--- src/rtl/roe_pkg.sv ---
// Shared types for the R.O.E register-address path.
//   reg_addr_t  : full 4-bit register address {page[1:0], reg[1:0]}
//   page_t      : 2-bit page header held by the decoder
//   PAGE_EN_BIT : position of the page-write enable inside set_pa
package roe_pkg;
  typedef logic [3:0] reg_addr_t;
  typedef logic [1:0] page_t;

  localparam int PAGE_EN_BIT = 2;

  function automatic page_t addr_page(input reg_addr_t addr);
    return addr[3:2];
  endfunction
endpackage

--- src/rtl/regencode_if.sv ---
// Bus bundle between the instruction-assembly path, regencode and the
// decode stage.
//   req_valid/req_addr/req_ready : request side (master drives valid/addr)
//   out_valid/set_pa/instr       : encoded beat toward the decoder
//   out_ready                    : decoder accepts the beat
// Handshake: a transfer happens on a rising edge where valid && ready are
// both 1. Once valid is raised the payload holds stable until the transfer;
// ready may be given independently of valid.
interface regencode_if;
  import roe_pkg::*;

  logic      req_valid;
  reg_addr_t req_addr;
  logic      req_ready;
  logic      out_valid;
  logic      out_ready;
  logic [2:0] set_pa;
  logic [1:0] instr;

  modport master (
    output req_valid, req_addr, out_ready,
    input  req_ready, out_valid, set_pa, instr
  );

  modport slave (
    input  req_valid, req_addr, out_ready,
    output req_ready, out_valid, set_pa, instr
  );
endinterface

--- src/rtl/regenc_fifo.sv ---
// Small synchronous FIFO used as the regencode request queue.
//   clk, reset : clock, synchronous active-high reset
//   flush      : empties the FIFO; a same-cycle push is dropped
//   push, pop  : write / read strobes (ignored when full / empty)
//   wdata      : data written on push
//   rdata      : head entry (valid while !empty)
//   full, empty: derived from the registered count only
module regenc_fifo #(
  parameter int DEPTH = 4,
  parameter int WIDTH = 4
) (
  input  logic             clk,
  input  logic             reset,
  input  logic             flush,
  input  logic             push,
  input  logic             pop,
  input  logic [WIDTH-1:0] wdata,
  output logic [WIDTH-1:0] rdata,
  output logic             full,
  output logic             empty
);
  localparam int AW = $clog2(DEPTH);
  localparam int CW = AW + 1;

  logic [WIDTH-1:0] mem [DEPTH];
  logic [AW-1:0]    wr_ptr;
  logic [AW-1:0]    rd_ptr;
  logic [CW-1:0]    count;
  logic             do_push;
  logic             do_pop;

  assign full    = (count == CW'(DEPTH));
  assign empty   = (count == '0);
  assign do_push = push && !full;
  assign do_pop  = pop && !empty;
  assign rdata   = mem[rd_ptr];

  // DEPTH is a power of two, so the pointers wrap naturally.
  always_ff @(posedge clk) begin
    if (reset || flush) begin
      wr_ptr <= '0;
      rd_ptr <= '0;
      count  <= '0;
    end else begin
      if (do_push) wr_ptr <= wr_ptr + AW'(1);
      if (do_pop)  rd_ptr <= rd_ptr + AW'(1);
      case ({do_push, do_pop})
        2'b10:   count <= count + CW'(1);
        2'b01:   count <= count - CW'(1);
        default: count <= count;
      endcase
    end
  end

  always_ff @(posedge clk) begin
    if (do_push && !flush && !reset) mem[wr_ptr] <= wdata;
  end
endmodule

--- src/rtl/regencode.sv ---
// Register-address encoder: turns full 4-bit register addresses into the
// {set_pa, instr} pair the page-header decoder consumes, asserting the
// page-write enable only when the decoder's header must change.
//   clk, reset    : clock, synchronous active-high reset
//   flush         : forget the tracked header and empty the request FIFO
//   bus (slave)   : request in (req_*), encoded beat out (out_*, set_pa, instr)
//   page_switches : (only with REGENC_STATS_EN) saturating count of accepted
//                   beats that carried the page-write enable; reset clears it,
//                   flush does not
// Optional feature macro: REGENC_STATS_EN.
module regencode
  import roe_pkg::*;
#(
  parameter int DEPTH = 4
) (
  input  logic         clk,
  input  logic         reset,
  input  logic         flush,
  regencode_if.slave   bus
`ifdef REGENC_STATS_EN
  ,
  output logic [15:0]  page_switches
`endif
);
  reg_addr_t head;
  logic      full;
  logic      empty;
  logic      push;
  logic      fire;
  logic      switch;
  page_t     head_page;
  page_t     hdr_q;
  logic      hdr_known;

  assign push = bus.req_valid && bus.req_ready;
  assign fire = bus.out_valid && bus.out_ready;

  regenc_fifo #(
    .DEPTH (DEPTH),
    .WIDTH ($bits(reg_addr_t))
  ) u_fifo (
    .clk   (clk),
    .reset (reset),
    .flush (flush),
    .push  (push),
    .pop   (fire),
    .wdata (bus.req_addr),
    .rdata (head),
    .full  (full),
    .empty (empty)
  );

  assign bus.req_ready = !full;
  assign bus.out_valid = !empty;

  assign head_page = addr_page(head);
  assign switch    = !hdr_known || (head_page != hdr_q);

  // Idle output is all-zero so the decoder never rewrites its header when
  // nothing is presented.
  always_comb begin
    bus.set_pa = '0;
    bus.instr  = '0;
    if (bus.out_valid) begin
      bus.set_pa[PAGE_EN_BIT] = switch;
      bus.set_pa[1:0]         = switch ? head_page : 2'b00;
      bus.instr               = head[1:0];
    end
  end

  // A beat accepted in a flush cycle is discarded, so it must not update
  // the tracked header either.
  always_ff @(posedge clk) begin
    if (reset) begin
      hdr_q     <= '0;
      hdr_known <= 1'b0;
    end else if (flush) begin
      hdr_known <= 1'b0;
    end else if (fire && switch) begin
      hdr_q     <= head_page;
      hdr_known <= 1'b1;
    end
  end

`ifdef REGENC_STATS_EN
  always_ff @(posedge clk) begin
    if (reset) begin
      page_switches <= '0;
    end else if (fire && switch && (page_switches != 16'hFFFF)) begin
      page_switches <= page_switches + 16'd1;
    end
  end
`endif
endmodule
--- src/flat_wrapper.sv ---
// flat-port wrapper written by rule: the top's interface ports become plain ports
module regencode_flat import roe_pkg::*;
#(
  parameter int DEPTH = 4
)
  (clk, reset, flush, bus_req_valid, bus_req_addr, bus_out_ready, bus_req_ready, bus_out_valid, bus_set_pa, bus_instr);
  regencode_if bus_i ();
  input  logic clk;
  input  logic reset;
  input  logic flush;
  input wire logic [$bits(bus_i.req_valid)-1:0] bus_req_valid;
  input wire logic [$bits(bus_i.req_addr)-1:0] bus_req_addr;
  input wire logic [$bits(bus_i.out_ready)-1:0] bus_out_ready;
  output wire logic [$bits(bus_i.req_ready)-1:0] bus_req_ready;
  output wire logic [$bits(bus_i.out_valid)-1:0] bus_out_valid;
  output wire logic [$bits(bus_i.set_pa)-1:0] bus_set_pa;
  output wire logic [$bits(bus_i.instr)-1:0] bus_instr;
  assign bus_i.req_valid = bus_req_valid;
  assign bus_i.req_addr = bus_req_addr;
  assign bus_i.out_ready = bus_out_ready;
  assign bus_req_ready = bus_i.req_ready;
  assign bus_out_valid = bus_i.out_valid;
  assign bus_set_pa = bus_i.set_pa;
  assign bus_instr = bus_i.instr;
  regencode #(.DEPTH(DEPTH)) u_core (.clk(clk), .reset(reset), .flush(flush), .bus(bus_i));
endmodule
--- config.mk ---
export PLATFORM = sky130hd
export DESIGN_NAME = regencode_flat
export DESIGN_NICKNAME = d
export VERILOG_FILES = /design/src/rtl/roe_pkg.sv /design/src/rtl/regencode_if.sv /design/src/rtl/regenc_fifo.sv /design/src/rtl/regencode.sv /design/src/flat_wrapper.sv
export SDC_FILE = /design/constraint.sdc
export NUM_CORES = 1
export LEC_CHECK = 0
export ABC_CLOCK_PERIOD_IN_PS = 5200
export CORE_MARGIN = 4
export CORE_UTILIZATION = 30
export CTS_CLUSTER_SIZE = 28
export DETAILED_ROUTE_END_ITERATION = 7
export GPL_TIMING_DRIVEN = 0
export PLACE_DENSITY = 0.55
export RECOVER_POWER = 50
export SKIP_CTS_REPAIR_TIMING = 1
export SLEW_MARGIN = 10
export SYNTH_ARGS = -nofsm -noshare
export SYNTH_HDL_FRONTEND = slang
export SYNTH_SLANG_ARGS = --single-unit
--- constraint.sdc ---
create_clock -name clk -period 5.2 [get_ports clk]
set_clock_uncertainty 0.05 [all_clocks]
set_input_delay 1.04 -clock clk [delete_from_list [all_inputs] [get_ports clk]]
set_output_delay 1.04 -clock clk [all_outputs]
set_load 0.02 [all_outputs]
==> results of run 1 <==
## layout by cell type, fill, tap and decap left out, drive strengths merged, types with 2 or more instances in the layout
cell           instances
mux2                   3
nand2                  4
buf                    2
xnor2                  5
a21oi                  4
edfxtp                16
mux4                   2
inv                    8
clkdlybuf4s50         10
ha                     5
dlygate4sd3            5
nor2b                  4
and2                   4
clkbuf                 4
mux2i                  5
xor2                   3
nor2                  11
dfxtp                 12
## power groups by stage
stage	combinational, mW	sequential (mW)	clock (mW)
2_1_floorplan	0.0256	0.245	0
3_3_place_gp	0.0445	0.245	0
3_5_place_dp	0.0456	0.245	0
4_1_cts	0.0458	0.240	0.175
5_1_grt	0.0478	0.241	0.184
6_report	0.0431	0.240	0.171
## routing by layer
layer	part of all wire, %	global-route usage [%]
met5	0	0
met1	47	11.7
met3	3.2	1.79
met4	2.2	4.92
met2	47	14.3
## worst max-delay path, stage by stage, from the launching register on
cell and delay, ps:
dfxtp_1 310, buf_2 190, mux2_2 390, xnor2_1 160, a311oi_1 300, clkdlybuf4s50_1 650
## area by class of cell
type	instances	area, µm²	area share [%]
plain buffers	3	20.0	1.30
inverters	8	30.0	1.95
flip-flops and latches	28	721	46.8
well taps	50	62.6	4.06
multi-input cells	62	487	31.6
clock buffers	3	41.3	2.68
clock inverters	1	30.0	1.95
repair buffers	15	150	9.74
## path summary, 6_finish.rpt
path / startpoint / endpoint / slack, ps / cells after the start
setup / recovery: flip-flop / bus_set_pa[1] / 1840 / 5
hold / removal: u_core.u_fifo.wr_ptr[1] / u_core.u_fifo.wr_ptr[1] / 450 / 2
setup reg to reg: u_core.u_fifo.count[0] / u_core.u_fifo.count[2] / 2830 / 8
hold reg to reg: u_core.u_fifo.wr_ptr[1] / u_core.u_fifo.wr_ptr[1] / 450 / 2
## flip-flops by register name, indices dropped and copies added, names as in the netlist, named ones only
register / flops
u_core.hdr_known: 1
u_core.hdr_q: 2
u_core.u_fifo.count: 3
u_core.u_fifo.mem: 16
u_core.u_fifo.rd_ptr: 2
u_core.u_fifo.wr_ptr: 2
## synthesized netlist by cell type, drive strengths merged (2+ instances only)
cell type  count
nand2          4
mux4           2
xnor2          5
edfxtp        16
a21oi          4
mux2           3
mux2i          5
ha             5
buf            2
xor2           3
dfxtp         12
nor2          11
inv            8
nor2b          4
and2           4
## cells by family after synthesis
kind of cell	share of synthesized area (%)
and+or+nand+nor	12.3
buffers and inverters	3.94
muxes	10.5
AOI/OAI and AO/OA	4.44
adders and majority gates	6.51
DFF	56.8
xor gates and xnor gates	5.52
==> reports/metrics.cfg, run 1 <==
[worst_setup_path]
cp-start-kind = flip-flop
crit_path_max_fanout = 6
crit_path_end_kind = output port
critical_path_class = flip-flop to output port
critPathRequiredTime_ps = 4110
worst-endpoint-arrival_ps = 2270

[die]
start_util_pct = 31.3
dieArea_mm2 = 0.00533
dieWidth_um = 73.0
die_h_um = 73.0
std_cell_rows = 23
core_area_mm2 = 0.00406
ios = 16

[final_layout]
fin_area_mm2 = 0.00154
stdcell_count = 170
fin_util_pct = 38.0
fin_nets = 136
nFillCells = 378
antenna_cells = 0
drive_above_1_share_pct = 9.17
syn2layout_area_growth_pct = 21.5

[detailed_routing]
avgViaCountPerCell = 4.45
drc = 0
drt-initial-drc-count = 30
wl_per_cell_um = 12.6
drt_pass1_iterations = 4
drt_wl_total_um = 2140
vias = 757
ant_nets = 0

[yosys]
synth_top_area_cell = edfxtp_1
synth_area_mm2 = 0.00127
synth_warnings = 0
synth-seq-cells = 28
async_flop_share_pct = 0
synthesis.nets = 116
synth_ff_type = edfxtp_1
synth_cells = 101
ys_seq_area_share_pct = 56.8
yosys.area.top_type_share_pct = 37.9
yosysUniqueCellTypes = 34
synth_edf_count = 16
synth_area_leaders = edfxtp_1 38%, dfxtp_1 19%, ha_1 4.9%
syn_area_per_cell_um2 = 12.6

[global_route]
grt_pass1_wl_um = 3680
grt_overflow_total = 0
first_global_vias = 777
track_usage_pct = 9.11
grt_max_degree = 17
antenna_found_initial = 0

[cts]
clkTransAtPathRegs_ps = 100
clkLatencyLatePin_ps = 280
root_buffer = clkbuf_8
cts_buffers = 3
cts.sinks = 28
cts_tree = built
cts_buffer_depth = 2
htreeDepth = 1

[power_and_ir_drop]
swShare_pct = 20.4
pwr-share-clk_pct = 37.6
p_per_area_mw_per_mm2 = 295
p_leak_nw = 0.514
seq_power_share_pct = 52.9
comb_power_share_pct = 9.5
p_total_uw = 454
netSwitchingPower_uw = 92.8
p_int_uw = 361
ir_drop_uv = 88.7

[placement]
dpl-instance-area_mm2 = 0.00148
preCtsSetupSlack_ps = 1940
placedCellCount = 166
finalWeightedCongestion = 0.769
port_buffers = 15
dp_hpwl_um = 1580

[timing]
period_share_pct = 64.7
slew_viol_final = 0
fin_tns_setup_ps = 0
hold_violations = 0
hold_slack_ps = 455
fin_crit_ps = 3360
rsz0062_at_grt = false
setup_viol = 0
tightest_slew_ps = 899
slew_headroom_pct = 39.6
layout_setup_ws_ps = 1840
max_freq_mhz = 297

[min_path]
min_path_type = flip-flop to flip-flop

[run_status]
status = complete, no violations

[job]
cap_violations = 0

No activity file was read; power rests on OpenSTA's default activity.
==> run 2: changes to the inputs <==
--- a/config.mk
+++ b/config.mk
@@ -5,7 +5,7 @@
 export SDC_FILE = /design/constraint.sdc
 export NUM_CORES = 1
 export LEC_CHECK = 0
-export ABC_CLOCK_PERIOD_IN_PS = 5200
+export ABC_CLOCK_PERIOD_IN_PS = 3200
 export CORE_MARGIN = 4
 export CORE_UTILIZATION = 30
 export CTS_CLUSTER_SIZE = 28
==> constraint.sdc (replaced) <==
create_clock -name clk -period 3.2 [get_ports clk]
set_clock_uncertainty 0.05 [all_clocks]
set_input_delay 0.64 -clock clk [delete_from_list [all_inputs] [get_ports clk]]
set_output_delay 0.64 -clock clk [all_outputs]
set_load 0.02 [all_outputs]
==> results of run 2 <==
Same layout as run 1 (identical final DEF). Status: complete, no violations.
Main changes from that run: setup slack after placement 1940 ps -> 343 ps; setup slack after layout 1840 ps -> 236 ps; register-to-register setup slack 2830 ps -> 830 ps; total power 0.454 mW -> 0.738 mW; worst IR drop on VDD 88.7 µV -> 144 µV
==> run 3: changes to the inputs <==
--- a/config.mk
+++ b/config.mk
@@ -5,7 +5,7 @@
 export SDC_FILE = /design/constraint.sdc
 export NUM_CORES = 1
 export LEC_CHECK = 0
-export ABC_CLOCK_PERIOD_IN_PS = 3200
+export ABC_CLOCK_PERIOD_IN_PS = 2950
 export CORE_MARGIN = 4
 export CORE_UTILIZATION = 30
 export CTS_CLUSTER_SIZE = 28
==> constraint.sdc (replaced) <==
create_clock -name clk -period 2.95 [get_ports clk]
set_clock_uncertainty 0.05 [all_clocks]
set_input_delay 0.59 -clock clk [delete_from_list [all_inputs] [get_ports clk]]
set_output_delay 0.59 -clock clk [all_outputs]
set_load 0.02 [all_outputs]
==> reports/metrics.cfg, run 3 (same netlist as run 1, synthesis figures left out) <==
[global_route]
first_global_vias = 777
grt_overflow_total = 0
grt_pass1_wl_um = 3680
antenna_found_initial = 0
track_usage_pct = 9.11
grt_max_degree = 17

[placement]
finalWeightedCongestion = 0.769
placedCellCount = 166
dp_hpwl_um = 1580
dpl-instance-area_mm2 = 0.00148
port_buffers = 15

[final_layout]
drive_above_1_share_pct = 9.17
final_common_cell = edfxtp_1
largestRegisters = u_core.u_fifo.mem: 16 flops, u_core.u_fifo.count: 3 flops
stdcell_count = 170
syn2layout_area_growth_pct = 21.7
largest_reg_flops = 16
fin_area_mm2 = 0.00154
final_cell_mix = 16 x edfxtp_1, 12 x dfxtp_1, 10 x nor2_1
regMostFlops = u_core.u_fifo.mem
fin_nets = 136
antenna_cells = 0

[worst_setup_path]
crit_path_end_kind = output port
cp-start-kind = flip-flop
slowest_delay_ps = 640
critical_path_class = flip-flop to output port
r2r-start = u_core.u_fifo.count[0]
crit_chain = buf_6, mux2i_1, xnor2_1, o22ai_1, a211oi_1, clkdlybuf4s50_1
worst-endpoint-arrival_ps = 2160
critPathRequiredTime_ps = 2310
crit_path_max_fanout = 6
cp_slowest_cell = clkdlybuf4s50_1
worstRegToRegCells = 8

[run_status]
status = complete, no violations

[detailed_routing]
drt-initial-drc-count = 26
drt_pass1_iterations = 4
ant_nets = 0
dr_wl_met2_um = 1010
wl_per_cell_um = 12.6
avgViaCountPerCell = 4.45
dr_wl_met3_um = 69
top_layer = met4
drt-met1-wl_um = 1020
drt_wl_total_um = 2140
drc = 0
vias = 757

[timing]
fin_crit_ps = 2800
rsz0062_at_grt = false
max_freq_mhz = 358
slew_headroom_pct = 39.6
slew_viol_final = 0
period_share_pct = 94.8
hold_slack_ps = 455
fin_tns_setup_ps = 0
hold_violations = 0
setup_viol = 0
tightest_slew_ps = 899

[power_and_ir_drop]
ir_drop_uv = 156
swShare_pct = 20.5
p_int_uw = 637
netSwitchingPower_uw = 164
seq_power_share_pct = 52.9
p_total_uw = 800
pwr-share-clk_pct = 37.6
p_leak_nw = 0.531
comb_power_share_pct = 9.5
p_per_area_mw_per_mm2 = 518

[die]
std_cell_rows = 23
ios = 16
core_area_mm2 = 0.00406
dieArea_mm2 = 0.00533
start_util_pct = 31.3
die_h_um = 73.0
dieWidth_um = 73.0

[cts]
htreeDepth = 1
clkTransAtPathRegs_ps = 100
cts_buffers = 3
cts.sinks = 28
root_buffer = clkbuf_8
cts_buffer_depth = 2
cts_tree = built
clkLatencyLatePin_ps = 280

[job]
cap_violations = 0

[min_path]
min_path_type = flip-flop to flip-flop
hp-start = u_core.u_fifo.wr_ptr[1]
whs_path_depth = 2

run 3: changes by cell type in the layout (fill, tap and decap cells not counted):
cell             change
dlymetal6s2s_1       +1
clkdlybuf4s50_1      -1
run 3: path summary, 6_finish.rpt:
check	end	slack [ps]
setup / recovery	bus_set_pa[0]	150
setup reg to reg	u_core.u_fifo.count[2]	580
hold reg to reg	u_core.u_fifo.wr_ptr[1]	450
hold / removal	u_core.u_fifo.wr_ptr[1]	450
run 3: cell type report:
class                   count  area [µm²]
inverters                   8        30.0
flip-flops and latches     28         721
plain buffers               3        20.0
well taps                  50        62.6
multi-input cells          62         487
repair buffers             15         153
clock inverters             1        30.0
fillers                   378        2510
clock buffers               3        41.3
run 3: stage by stage:
| step | worst slack, ps | util [%] |
|---|---|---|
| floorplan | 622 | - |
| global placement | 213 | 36.5 |
| detailed placement | 143 | 36.5 |
| CTS | -1.61 | 38.3 |
| global route | 47.5 | 38.1 |
| finish | 154 | 38.1 |
run 3: power groups by stage:
stage | sequential (mW) | combinational [mW] | clock [mW]
final | 0.423 | 0.0759 | 0.301
after global routing | 0.424 | 0.0842 | 0.324
after CTS | 0.423 | 0.0807 | 0.309
after detailed placement | 0.432 | 0.0804 | 0
after global placement | 0.432 | 0.0784 | 0
after floorplan | 0.431 | 0.0451 | 0
run 3: per-layer routing:
layer	vias up	GRT usage, %
li1	384	-
met5	-	0
met2	11	14.3
met4	0	4.92
met3	5	1.79
met1	357	11.7
run 3: worst max-delay path, delay by kind of cell (launching register included):
family	cells	cell delay (ps)
buffers and inverters	2	780
DFF	1	340
AOI/OAI and AO/OA	2	340
muxes	1	280
xor gates and xnor gates	1	150
